**src/rtl/ctrl_pkg.sv**
```systemverilog
// ctrl_pkg: opcodes, ALU operation codes and sequencer states shared by the multi-cycle controller.
package ctrl_pkg;
   localparam logic [5:0] OP_R     = 6'b000000;
   localparam logic [5:0] OP_LW    = 6'b010001;
   localparam logic [5:0] OP_SW    = 6'b010000;
   localparam logic [5:0] OP_SUBIU = 6'b001101;
   localparam logic [5:0] OP_SLTI  = 6'b101010;
   localparam logic [1:0] ALU_OP_ADD   = 2'b00;
   localparam logic [1:0] ALU_OP_SUB   = 2'b01;
   localparam logic [1:0] ALU_OP_FUNCT = 2'b10;
   localparam logic [1:0] ALU_OP_SLT   = 2'b11;
   typedef enum logic [3:0] {
      IDLE, FETCH, DECODE, EXEC, MEM_RD, MEM_WR, WB_ALU, WB_MEM, TRAP
   } state_t;
endpackage

```
**src/rtl/ctrl_decode.sv**
```systemverilog
// ctrl_decode: classifies the latched opcode and derives its ALU operation and operand source.
module ctrl_decode
   import ctrl_pkg::*;
(
   input  logic [5:0] op,
   output logic       legal,
   output logic       is_r,
   output logic       is_lw,
   output logic       is_sw,
   output logic [1:0] alu_op,
   output logic       alu_src
);
   logic is_subiu, is_slti;
   always_comb begin
      is_r     = op == OP_R;
      is_lw    = op == OP_LW;
      is_sw    = op == OP_SW;
      is_subiu = op == OP_SUBIU;
      is_slti  = op == OP_SLTI;
      legal    = is_r | is_lw | is_sw | is_subiu | is_slti;
      alu_op   = is_r ? ALU_OP_FUNCT : is_subiu ? ALU_OP_SUB : is_slti ? ALU_OP_SLT : ALU_OP_ADD;
      alu_src  = legal & ~is_r;
   end
endmodule

```
**src/rtl/multicycle_ctrl.sv**
```systemverilog
// multicycle_ctrl: fetch/decode/execute/memory/writeback sequencer driving the datapath control lines,
// with a bounded memory handshake, retired-instruction counter and sticky trap.
module multicycle_ctrl
   import ctrl_pkg::*;
#(
   parameter int CNT_W       = 32,
   parameter int MEM_TIMEOUT = 16
) (
   input  logic             clk,
   input  logic             rst,
   input  logic             en,
   input  logic [5:0]       instr_op,
   input  logic             mem_ready,
   input  logic             clear_trap,
   output logic             pc_w,
   output logic             ir_w,
   output logic             i_or_d,
   output logic             reg_dst,
   output logic             reg_w,
   output logic [1:0]       alu_op,
   output logic             alu_src,
   output logic             mem_r,
   output logic             mem_w,
   output logic             mem_to_reg,
   output logic             trap,
   output logic [CNT_W-1:0] retired
);
   localparam int WC_W = (MEM_TIMEOUT > 1) ? $clog2(MEM_TIMEOUT) : 1;
   state_t          state, state_d;
   logic [5:0]      op_q;
   logic [WC_W-1:0] wait_cnt;
   logic            legal, is_r, is_lw, is_sw, dec_src, waiting, timeout, retire, alu_active;
   logic [1:0]      dec_alu;
   ctrl_decode u_decode (
      .op      (op_q),
      .legal   (legal),
      .is_r    (is_r),
      .is_lw   (is_lw),
      .is_sw   (is_sw),
      .alu_op  (dec_alu),
      .alu_src (dec_src)
   );
   assign waiting    = state inside {FETCH, MEM_RD, MEM_WR};
   // a ready in the final allowed cycle still completes the access
   assign timeout    = (MEM_TIMEOUT != 0) && waiting && !mem_ready && (wait_cnt == WC_W'(MEM_TIMEOUT - 1));
   assign retire     = (state == WB_ALU) || (state == WB_MEM) || (state == MEM_WR && mem_ready);
   assign alu_active = state inside {EXEC, MEM_RD, MEM_WR, WB_ALU, WB_MEM};
   always_comb begin
      state_d    = state;
      pc_w       = 1'b0;
      ir_w       = 1'b0;
      i_or_d     = 1'b0;
      reg_dst    = 1'b0;
      reg_w      = 1'b0;
      mem_r      = 1'b0;
      mem_w      = 1'b0;
      mem_to_reg = 1'b0;
      alu_op     = alu_active ? dec_alu : ALU_OP_ADD;
      alu_src    = alu_active & dec_src;
      case (state)
         IDLE:   state_d = en ? FETCH : IDLE;
         FETCH: begin
            mem_r   = 1'b1;
            ir_w    = mem_ready;
            state_d = mem_ready ? DECODE : timeout ? TRAP : FETCH;
         end
         DECODE: state_d = legal ? EXEC : TRAP;
         EXEC:   state_d = is_lw ? MEM_RD : is_sw ? MEM_WR : WB_ALU;
         MEM_RD: begin
            mem_r   = 1'b1;
            i_or_d  = 1'b1;
            state_d = mem_ready ? WB_MEM : timeout ? TRAP : MEM_RD;
         end
         MEM_WR: begin
            mem_w   = 1'b1;
            i_or_d  = 1'b1;
            pc_w    = mem_ready;
            state_d = mem_ready ? (en ? FETCH : IDLE) : timeout ? TRAP : MEM_WR;
         end
         WB_ALU: begin
            reg_w   = 1'b1;
            reg_dst = is_r;
            pc_w    = 1'b1;
            state_d = en ? FETCH : IDLE;
         end
         WB_MEM: begin
            reg_w      = 1'b1;
            mem_to_reg = 1'b1;
            pc_w       = 1'b1;
            state_d    = en ? FETCH : IDLE;
         end
         TRAP:   state_d = clear_trap ? IDLE : TRAP;
         default: state_d = IDLE;
      endcase
   end
   always_ff @(posedge clk or posedge rst) begin
      if (rst) begin
         state    <= IDLE;
         op_q     <= '0;
         wait_cnt <= '0;
         retired  <= '0;
         trap     <= 1'b0;
      end else begin
         state    <= state_d;
         if (state == FETCH && mem_ready) op_q <= instr_op;
         // any state change restarts the wait count for the next memory access
         wait_cnt <= (state_d != state) ? '0 : (waiting && !mem_ready) ? wait_cnt + 1'b1 : wait_cnt;
         if (retire) retired <= retired + 1'b1;
         trap     <= state_d == TRAP;
      end
   end
endmodule
```
**config.mk**
```make
export PLATFORM = sky130hd
export DESIGN_NAME = multicycle_ctrl
export DESIGN_NICKNAME = d
export VERILOG_FILES = /design/src/rtl/ctrl_pkg.sv /design/src/rtl/ctrl_decode.sv /design/src/rtl/multicycle_ctrl.sv
export SDC_FILE = /design/constraint.sdc
export NUM_CORES = 1
export LEC_CHECK = 0
export BUFFER_PORTS_ARGS = -buffer_cell sky130_fd_sc_hd__buf_2
export CORE_UTILIZATION = 40
export CTS_CLUSTER_SIZE = 25
export DETAILED_ROUTE_END_ITERATION = 8
export SLEW_MARGIN = 20
export SYNTH_ARGS = -nofsm -noshare
export SYNTH_HDL_FRONTEND = slang
export SYNTH_SLANG_ARGS = --single-unit
```
**constraint.sdc**
```tcl
create_clock -name clk -period 2.1 [get_ports clk]
set_clock_uncertainty 0.2 [all_clocks]
set_input_delay 0.105 -clock clk [delete_from_list [all_inputs] [get_ports clk]]
set_output_delay 0.105 -clock clk [all_outputs]
set_load 0.1 [all_outputs]
```
==> results_dict.tcl <==
set metrics [dict create \
    status "finished with violations" \
    violations "setup timing" \
    dpl.cell_count 367 \
    drc_errors 0 \
    r2r_slack_ns 0.06 \
    die_area_sq_um 6800 \
    stdcell_count 395 \
    rsz0062_at_grt "yes" \
    synth-compound-area-share 0.0662 \
    drtIter0Drc 79 \
    drtAntennaViolNets 0 \
    viasPerCell 5.27 \
    worst_setup_path_start_kind "flop" \
    synth_top_family_by_area "simple AND/OR/NAND/NOR gates" \
    ir_worst_vdd_uv 1430 \
    path_class "reg -> out" \
    synthArstFlopShare 1.00 \
    min_period_ns 2.23 \
    static-leakage-power_uw 0.00157 \
    r2r_cells 5 \
    whs_ns 0.159 \
    avgSynthCellArea_sq_um 11.0 \
    wl_um 5640 \
    setup_slack_ns -0.126 \
    grt_overflow_total 0 \
    setup_viol 1 \
    hpwl_um 3910 \
    row_count 28 \
    timing.fmax_mhz 449 \
    vias 2082 \
    ys_ff_latch 47 \
    yosys-mux-area-fraction 0.0382 \
    diodes 0 \
    synth_xor_xnor_area_share 0.118 \
    synth.distinct_cells 53 \
    clkSinkCount 47 \
    synth-simple-area-share 0.283 \
    clkLatencyLatePin_ns 0.30 \
    synth_fa_ha_area_frac 0.00966 \
    grt_pass1_vias 2056 \
    nFillCells 532 \
    final_hold_viol_count 0 \
    hold_start "en" \
    slew_viol_final 0 \
    synth_flop_cell "dfrtp_1" \
    cts_buffer_depth 2 \
    ys_seq_area_frac 0.454 \
    cts-buffers-inserted 5 \
    fin_nets 332 \
    slew_headroom 0.636 \
    required_ns 1.79 \
    die_w_um 82.5 \
    port_buffers 54 \
    grt_max_degree 26 \
    max_cap_viol_count 0 \
    antenna_found_initial 0 \
    cp-end-kind "primary output" \
    die_y_um 82.5 \
    period_share 1.06 \
    setup_tns_ns -0.126 \
    r2r_start "state[3]" \
    critPathArrivalTime_ns 1.92 \
    tightest_slew_ns 0.545 \
    final_common_cell "buf_2" \
    ios 55 \
    netlist_area_sq_um 2590 \
    synth_edf_count 0 \
    cp_max_fo 4 \
    min_to "state[0]" \
    power_density_nw_per_um2 1190 \
    hold_path_class "in -> reg" \
    path_clk_slew_ns 0.09 \
    mostFrequentLayoutCells "buf_2, dfrtp_2, xnor2_1, buf_4" \
    tritoncts "built" \
    first_pass_iters 4 \
    synth_cells 236 \
    htree_levels 2 \
    cts_root_buf "clkbuf_8" \
    wl_per_cell_um 14.3 \
    yosysWarnings 0 \
    area_growth_pct 39.2 \
    gp_congestion 0.842 \
    layout.area.seq_sq_um 1220 \
    multi_input_area_sq_um 1450 \
    rr_endpoint "wait_cnt[3]" \
    core_area_sq_um 6100 \
    grt_pass1_wl_um 9560 \
    grt_use_total 0.185 \
    start_util 0.425 \
    syn-num-nets 249 \
    hold_depth 5 \
    drive_gt1_frac 0.513 \
    fin_util 0.591 \
]
==> through the flow <==
step / area, sq um / setup slack, ns / total power, uW
2_1_floorplan: 2720 / -0.500 / 2920
3_3_place_gp: 3280 / 0.179 / 3400
3_5_place_dp: 3280 / 0.109 / 3430
4_1_cts: 3600 / -0.118 / 4320
5_1_grt: 3600 / -0.203 / 4520
6_report: 3600 / -0.126 / 4290
==> power by group <==
part	internal (uW)	switching [uW]
Combinational	926	1410
Sequential	1070	226
Clock	355	306
==> flip-flops by register name, indices dropped and copies added (netlist names) <==
name,count
retired,32
op_q,6
state,4
wait_cnt,4
trap,1
==> cell type report <==
class | count | share of cell area
multi-input cells | 173 | 0.401
clock inverters | 3 | 0.0121
well taps | 75 | 0.0260
inverters | 5 | 0.00521
flip-flops and latches | 47 | 0.338
repair buffers | 87 | 0.199
clock buffers | 5 | 0.0191
==> cells by family (layout without fill, tap and decap cells) <==
group,after synthesis,in the layout
and+or+nand+nor,108,108
muxes,9,9
xor gates and xnor gates,35,35
DFF,47,47
adders and majority gates,2,2
AOI/OAI and AO/OA,19,19
buffers and inverters,16,100
==> cell usage after synthesis, drive strengths merged, types with 4 or more instances <==
cell type / n / share of area
nor2: 11 / 0.016
mux2: 7 / 0.030
and4: 7 / 0.024
buf: 8 / 0.019
nand4: 15 / 0.036
xnor2: 32 / 0.11
nor3: 10 / 0.026
dfrtp: 47 / 0.45
and3: 7 / 0.017
inv: 5 / 0.0072
nor4b: 5 / 0.032
nand3: 12 / 0.023
nor4: 4 / 0.015
nand2: 15 / 0.022
and2: 4 / 0.0097
==> what timing repair did <==
action                                 in CTS  in global routing
endpoints found under the hold margin      31                  0
setup endpoints to repair                   6                  5
resized for setup                          10                  2
hold buffers                                8                  0
buffers inserted                           12                  0
gates cloned                                0                  0
pin swaps                                   4                  1
==> how the worst max path moves through the flow <==
| stage | startpoint | to | slack [ns] | cells after the start |
|---|---|---|---|---|
| after floorplan | state[2] | op_q[0] | -0.50 | 3 |
| after global placement | op_q[1] | alu_src | 0.18 | 5 |
| after detailed placement | op_q[1] | wait_cnt[3] | 0.11 | 4 |
| after CTS | op_q[1] | alu_src | -0.12 | 5 |
| after global routing | op_q[1] | alu_src | -0.20 | 5 |
| final | op_q[1] | alu_src | -0.13 | 5 |
==> worst max-delay path: stages (launching register included) <==
cell	delay [ns]
dfrtp_2	0.44
or4b_4	0.57
nor2_4	0.17
a211oi_4	0.07
nor3_4	0.17
buf_12	0.20
==> routing by layer <==
layer / GRT usage / share of wire
met5: 0 / 0
met4: 0.0614 / 0.012
met3: 0.0330 / 0.031
met2: 0.315 / 0.50
met1: 0.236 / 0.46
Note: power is estimated with default switching activity, not from simulation.
